File: config.mk
export PLATFORM = sky130hd
export DESIGN_NAME = uart_tx_serializer
export DESIGN_NICKNAME = d
export VERILOG_FILES = /design/src/rtl/uart_tx_serializer.sv
export SDC_FILE = /design/constraint.sdc
export NUM_CORES = 1
export LEC_CHECK = 0
export ABC_AREA = 1
export ABC_CLOCK_PERIOD_IN_PS = 6700
export BUFFER_PORTS_ARGS = -buffer_cell sky130_fd_sc_hd__buf_2
export CAP_MARGIN = 20
export CORE_MARGIN = 4
export CORE_UTILIZATION = 24
export DETAILED_ROUTE_END_ITERATION = 6
export PLACE_DENSITY = 0.43
export SLEW_MARGIN = 10
export SYNTH_ARGS = -nofsm -noshare
export SYNTH_HDL_FRONTEND = slang
export SYNTH_SLANG_ARGS = --single-unit
File: constraint.sdc
create_clock -name clk -period 6.7 [get_ports clk]
set_clock_uncertainty 0.2 [all_clocks]
set_input_delay 0.67 -clock clk [delete_from_list [all_inputs] [get_ports clk]]
set_output_delay 0.67 -clock clk [all_outputs]
set_load 0.03 [all_outputs]
File: src/rtl/uart_tx_serializer.sv
// Word-to-byte serializer that feeds a UART. Input words are queued in a small FIFO.
// Each word is shifted out one byte at a time using a valid/accept handshake.
module uart_tx_serializer #(
  parameter int unsigned WORD_BYTES = 2,
  parameter int unsigned FIFO_DEPTH = 4,
  parameter int unsigned MSB_FIRST  = 0
) (
  input  logic                              clk,
  input  logic                              rst,
  input  logic                              start,
  input  logic [8*WORD_BYTES-1:0]           input_dato,
  input  logic                              next_uart,
  output logic [7:0]                        Output_dato,
  output logic                              flat_out,
  output logic                              busy,
  output logic                              full,
  output logic                              overflow,
  output logic [$clog2(FIFO_DEPTH+1)-1:0]   words_pending
);

  localparam int unsigned W  = 8 * WORD_BYTES;
  localparam int unsigned PW = $clog2(FIFO_DEPTH);
  localparam int unsigned CW = $clog2(FIFO_DEPTH + 1);

  typedef enum logic {IDLE, SEND} state_t;

  state_t          state_q, state_d;
  logic [W-1:0]    mem_q [FIFO_DEPTH];
  logic [PW-1:0]   wr_ptr_q, wr_ptr_d, rd_ptr_q, rd_ptr_d;
  logic [CW-1:0]   count_q, count_d;
  logic [W-1:0]    shift_q, shift_d;
  logic [2:0]      idx_q, idx_d;
  logic [7:0]      out_q, out_d;
  logic            flat_q, flat_d;
  logic            busy_q, busy_d;
  logic            overflow_q, overflow_d;
  logic            accept, last, pop, push;

  function automatic logic [7:0] head_byte(input logic [W-1:0] w);
    if (MSB_FIRST != 0) return w[W-1 -: 8];
    else                return w[7:0];
  endfunction

  function automatic logic [W-1:0] advance(input logic [W-1:0] w);
    if (MSB_FIRST != 0) return w << 8;
    else                return w >> 8;
  endfunction

  assign full = (count_q == CW'(FIFO_DEPTH));

  always_comb begin
    state_d    = state_q;
    shift_d    = shift_q;
    idx_d      = idx_q;
    out_d      = out_q;
    flat_d     = flat_q;
    accept     = (state_q == SEND) && next_uart;
    last       = (idx_q == 3'(WORD_BYTES - 1));
    // A pop happens from IDLE, or on the final accepted byte so words chain with no gap.
    pop        = (count_q != '0) && ((state_q == IDLE) || (accept && last));
    push       = start && (!full || pop);
    overflow_d = overflow_q | (start && full && !pop);
    count_d    = count_q + CW'(push) - CW'(pop);
    wr_ptr_d   = wr_ptr_q + PW'(push);
    rd_ptr_d   = rd_ptr_q + PW'(pop);

    if (pop) begin
      shift_d = mem_q[rd_ptr_q];
      idx_d   = '0;
      out_d   = head_byte(mem_q[rd_ptr_q]);
      flat_d  = 1'b1;
      state_d = SEND;
    end else if (accept) begin
      if (last) begin
        idx_d   = '0;
        flat_d  = 1'b0;
        state_d = IDLE;
      end else begin
        shift_d = advance(shift_q);
        idx_d   = idx_q + 3'd1;
        out_d   = head_byte(advance(shift_q));
      end
    end

    busy_d = flat_d || (count_d != '0);
  end

  always_ff @(posedge clk or negedge rst) begin
    if (!rst) begin
      state_q    <= IDLE;
      wr_ptr_q   <= '0;
      rd_ptr_q   <= '0;
      count_q    <= '0;
      shift_q    <= '0;
      idx_q      <= '0;
      out_q      <= '0;
      flat_q     <= 1'b0;
      busy_q     <= 1'b0;
      overflow_q <= 1'b0;
    end else begin
      state_q    <= state_d;
      wr_ptr_q   <= wr_ptr_d;
      rd_ptr_q   <= rd_ptr_d;
      count_q    <= count_d;
      shift_q    <= shift_d;
      idx_q      <= idx_d;
      out_q      <= out_d;
      flat_q     <= flat_d;
      busy_q     <= busy_d;
      overflow_q <= overflow_d;
    end
  end

  // Storage is left unreset; reset clears the pointers and count, so stale entries are unreachable.
  always_ff @(posedge clk) begin
    if (push) mem_q[wr_ptr_q] <= input_dato;
  end

  assign Output_dato   = out_q;
  assign flat_out      = flat_q;
  assign busy          = busy_q;
  assign overflow      = overflow_q;
  assign words_pending = count_q;

endmodule
== Word level (Yosys, flattened, before mapping) ==
Memory sizes are Yosys's and may differ from the RTL's.
Index checks and enable logic that the tools add are counted.
Cells by class
  add/subtract/negate cells: 5
  $mul: 0
  divide/modulo/power cells: 0
  order comparisons: 0
  equal/unequal tests: 3
  shift operators: 0
  multiplexer cells: 17
  bitwise logic cells: 2
  reduce and logical (&&, ||, !) cells: 17
Operators with widths (number)
  $mux 16: 3
  $mux 8: 3
  $mux 3: 3
  $mux 1: 8
  $logic_and 1x1->1: 6
  $reduce_bool 3->1: 2
  $add 2x1->2: 2
  $reduce_and 2->1: 2
  $reduce_bool 2->1: 2
  $add 3x1->3: 1
  $add 3x1->3 const B: 1
  $eq 3x1->1 const B: 1
  $eq 3x3->1 const B: 1
  $logic_or 1x1->1: 3
  $sub 3x1->3: 1
  $logic_not 1->1: 2
  $ne 2x1->1 const B: 1
  $not 1->1: 1
  $or 1x1->1: 1
Word-level totals
  bits in registers: 38
  bits in latches: 0
  bits in writable memories: 64
  bits in read-only memories: 0
  bits of input ports: 20
  logic and storage cells: 55
  memories: 1
Memories
  mem_q: depth 4, width 16, read ports 1, clocked after memory_dff 0, wr ports 1, line 28  | logic [W-1:0] mem_q [FIFO_DEPTH];

== Depth between registers and ports, before layout ==
  word-level depth: 10
  mapped depth: 14
  mapped depth without buffers: 14

== Worst setup path before layout ==
OpenSTA, ideal clock, no wires.
  kind: register to register
  start: reg count_q[1], in the netlist words_pending[1]
  end: reg busy_q, in the netlist busy
  arrival time: 2.255 ns
  data required time: 6.370 ns
  setup slack: 4.115 ns
  stages on the path, launching flop included: 11
  buffers on the path: 0
  cells stage by stage: dfrtp_1 -> inv_1 -> nand2_1 -> nor2_1 -> nand2_2 -> nand3_1 -> nand2_1 -> ha_1 -> fa_1 -> nor2_1 -> nand4_1
On the way
  word-level cells in the longest chain between the ends: 8
  elaborated cells on any way between the ends: 11
  classes of those cells: add/sub (2); eq/ne (1); mux (1); reduce/logical (7)
RTL lines
  from (decl): line 30  | logic [CW-1:0] count_q, count_d;
  from (signal assigned): line 104  | count_q <= count_d;
  $eq 3x3->1: line 49  | assign full = (count_q == CW'(FIFO_DEPTH));
  named net full: line 16  | output logic full,
  $logic_not 1->1: line 61  | push = start && (!full || pop);
  $logic_or 1x1->1: line 61
  $logic_and 1x1->1: line 61
  $add 3x1->3: line 63  | count_d = count_q + CW'(push) - CW'(pop);
  $sub 3x1->3: line 63
  named net count_d[1]: line 30
  $reduce_bool 3->1: line 85  | busy_d = flat_d || (count_d != '0);
  $logic_or 1x1->1: line 85
  named net busy_d: line 35  | logic busy_q, busy_d;
  to (signal assigned): line 109  | busy_q <= busy_d;
  to (decl): line 35
The timed path passes the listed nets, and every way through them passes these cells.
A chain may end at the register's enable or synchronous reset.

== Worst setup path after layout ==
  start: reg count_q[0], in the netlist words_pending[0]
  end: reg busy_q, in the netlist busy
On the way
  word-level cells in the longest chain between the ends: 8
  elaborated cells on any way between the ends: 11
  classes of those cells: add/sub (2); eq/ne (1); mux (1); reduce/logical (7)
RTL lines
  $reduce_bool 3->1 (*): line 60  | pop = (count_q != '0) && ((state_q == IDLE) || (accept && last));
  $logic_and 1x1->1 (*): line 60
  named net pop: line 37  | logic accept, last, pop, push;
  $logic_or 1x1->1: line 61
  $logic_and 1x1->1: line 61
  $add 3x1->3: line 63
  $sub 3x1->3 (*): line 63
  named net count_d[1]: line 30
  $reduce_bool 3->1 (*): line 85
  $logic_or 1x1->1 (*): line 85
  named net busy_d: line 35
The timed path passes the listed nets; every way through them passes the cells marked *.

==> results.py <==
metrics = {
    "outcome": {
        "status": "complete, no violations",
    },
    "placed_design": {
        "place_congestion": 0.726,
        "post_dp_cell_area_um2": 4240,
        "dp_hpwl_um": 5960,
        "place_inst": 578,
        "portBuffers": 34,
        "pre_cts_ws_ns": 3.75,
    },
    "min_path": {
        "hp-class": "in -> async",
    },
    "logic_synthesis": {
        "synth_compound_area_share_pct": 5.20,
        "synth_cell_types": 26,
        "synthMuxAreaShare_pct": 0,
        "syn_avg_cell_area_um2": 11.4,
        "synth_adder_area_share_pct": 1.48,
        "synth.yosys.seq_area_share_pct": 68.5,
        "ys_ff_latch": 94,
        "synth-simple-area-share_pct": 17.8,
        "synth_area_um2": 3900,
        "syn_nets": 367,
        "netlist_instances": 343,
        "ys_warn_count": 0,
        "synth-xor-area-share_pct": 0.898,
        "synth_top_family_by_area": "simple AND/OR/NAND/NOR gates",
    },
    "cells_and_area": {
        "final_area_um2": 4540,
        "syn2layout_area_growth_pct": 16.4,
        "layout-drive-gt1-share_pct": 18.5,
        "fill_cells": 1684,
        "final_util_pct": 28.6,
        "diodes": 0,
        "nets": 397,
        "fin_cells": 594,
        "final_common_cell": "nand2_1",
        "layout_common_cells": "nand2_1, edfxtp_1, nand3_1",
    },
    "pwr": {
        "p_sw_mw": 0.867,
        "total_power_mw": 2.17,
        "pwr_density_cell_nw_per_um2": 479,
        "intPower_mw": 1.31,
        "irDropWorstVdd_uv": 154,
        "p_sw_share_pct": 39.9,
        "p_comb_share_pct": 36.5,
        "p_leak_nw": 1.84,
        "p_seq_share_pct": 39.8,
        "power_frac_clock_pct": 23.6,
    },
    "sta": {
        "fin_ws_ns": 3.96,
        "min_period_over_period_pct": 40.9,
        "worst_pin_slew_ns": 0.714,
        "slew_violations": 0,
        "period_needed_ns": 2.74,
        "relSlewSlack_pct": 52.4,
        "rsz0062_at_grt": "no",
        "clock.fmax_mhz": 365,
        "hold_viol": 0,
        "whs_ns": 0.177,
        "final-setup-viol-count": 0,
        "setup_tns_ns": 0,
    },
    "setup_path": {
        "crit_fanout": 17,
        "cp_data_arrival_time_ns": 2.75,
        "crit_path_end_kind": "register",
        "crit_required_ns": 6.70,
        "rrSetupSlack_ns": 3.96,
        "crit_top_cell": "nand2_1",
        "critical_path_class": "reg -> reg",
        "crit_chain": "nor2_1 > nand2_1 > nand2_4 > clkinv_2 > nand2_1 > nand2_1 > ha_1 > fa_1 > nor2_1 > nand4_1",
        "cp_slowest_stage_delay_ns": 0.46,
        "slowest_stage": "fa_1",
        "worst_setup_path_start_kind": "register",
    },
    "grt": {
        "antenna_found_initial": 0,
        "grt_pass1_wl_um": 14200,
        "grt_max_degree": 35,
        "grt_pass1_vias": 2471,
        "grt_overflow": 0,
        "grtUsageTotal_pct": 10.3,
    },
    "die": {
        "die_h_um": 135,
        "num_io_pins": 35,
        "start_util_pct": 24.6,
        "fp.dieW_um": 135,
        "core.rowCount": 46,
        "coreArea_um2": 15900,
        "die-area_um2": 18400,
    },
    "clock_tree": {
        "cts_resized": 0,
        "post_cts_buffers": 0,
        "cts_buffers": 9,
        "clock-sinks": 94,
        "clk_pin_slew_ns": 0.07,
        "cts_max_level": 3,
        "hold_buffers": 0,
        "cts_tree": "yes",
        "cts_buffer_depth": 2,
        "clk_latency_ns": 0.34,
        "cts_root_buf": "clkbuf_16",
    },
    "routing": {
        "drc_errors": 0,
        "top_layer_used": "met4",
        "drtIter0Drc": 219,
        "vias": 2414,
        "wire_per_inst_um": 14.7,
        "ant_nets": 0,
        "met1_length_um": 4390,
        "wl_um": 8720,
        "dr.pass1.iters": 4,
        "wl_met3_um": 240,
        "via_per_inst": 4.06,
        "wl_met2_um": 3930,
    },
    "flow_run": {
        "drv_cap": 0,
    },
}
[worst max-delay path, delay by kind of cell, from the launching register on]
kind                       cells  cell delay (ns)
DFF                            1             0.41
and+or+nand+nor                7             1.13
adders and majority gates      2             0.65
buffers and inverters          1             0.20
[cell usage after synthesis (all sizes together)]
library cell,instances,share of area (%)
inv,25,2.4
clkbuf,1,0.096
xor2,4,0.90
nor2,26,3.0
a21oi,1,0.13
clkinv,1,0.13
o22ai,8,1.3
o21ai,28,3.6
dfrtp,30,19
nand2,93,9.7
edfxtp,64,49
ha,3,0.96
nand3,37,5.1
buf,19,3.4
o21bai,1,0.19
fa,1,0.51
nand4,1,0.16
[routing by layer]
metal | vias up | GRT usage (%)
li1 | 1210 | -
met1 | 1156 | 14.2
met2 | 35 | 15.5
met3 | 13 | 2.12
met4 | 0 | 4.70
met5 | - | 0
[path summary, 6_finish.rpt]
kind / endpoint / depth (start not counted) / startpoint
worst max-delay path: busy / 10 / words_pending[0]
worst min-delay path: shift_q[3] / 1 / rst
worst max register to register: busy / 10 / words_pending[0]
worst min register to register: shift_q[4] / 2 / shift_q[4]
max in group asynchronous: wr_ptr_q[0] / 1 / rst
min in group clk: shift_q[4] / 2 / shift_q[4]
[power by group through the flow]
stage / Combinational, mW / Clock [mW] / Sequential [mW]
final: 0.794 / 0.514 / 0.866
after global routing: 0.902 / 0.552 / 0.885
after CTS: 0.816 / 0.528 / 0.868
after detailed placement: 0.813 / 0 / 0.880
after global placement: 0.807 / 0 / 0.876
after floorplan: 0.595 / 0 / 0.885
[area by class of cell]
| class | instances | area (um2) | area share, % |
|---|---|---|---|
| Timing Repair Buffer | 39 | 208 | 4.58 |
| Sequential cell | 94 | 2670 | 58.9 |
| Clock inverter | 7 | 72.6 | 1.60 |
| Inverter | 26 | 98.8 | 2.18 |
| Multi-Input combinational cell | 203 | 991 | 21.8 |
| Clock buffer | 9 | 225 | 4.96 |
| Tap cell | 216 | 270 | 5.96 |
[sequential cells by signal, summed over array words and instances (netlist names)]
| name | cells |
|---|---|
| mem_q | 64 |
| shift_q | 16 |
| idx_q | 3 |
| words_pending | 3 |
| rd_ptr_q | 2 |
| wr_ptr_q | 2 |
| busy | 1 |
| flat_out | 1 |
| overflow | 1 |
| state_q | 1 |
[cell families (layout without fill, tap and decap cells)]
kind of cell    Yosys count  count (layout)
simple gates            157             157
flops                    94              94
buf+inv                  46              81
compound gates           38              38
fa+ha+maj                 4               4
xor+xnor                  4               4
Note: power is estimated with default switching activity, not from simulation.
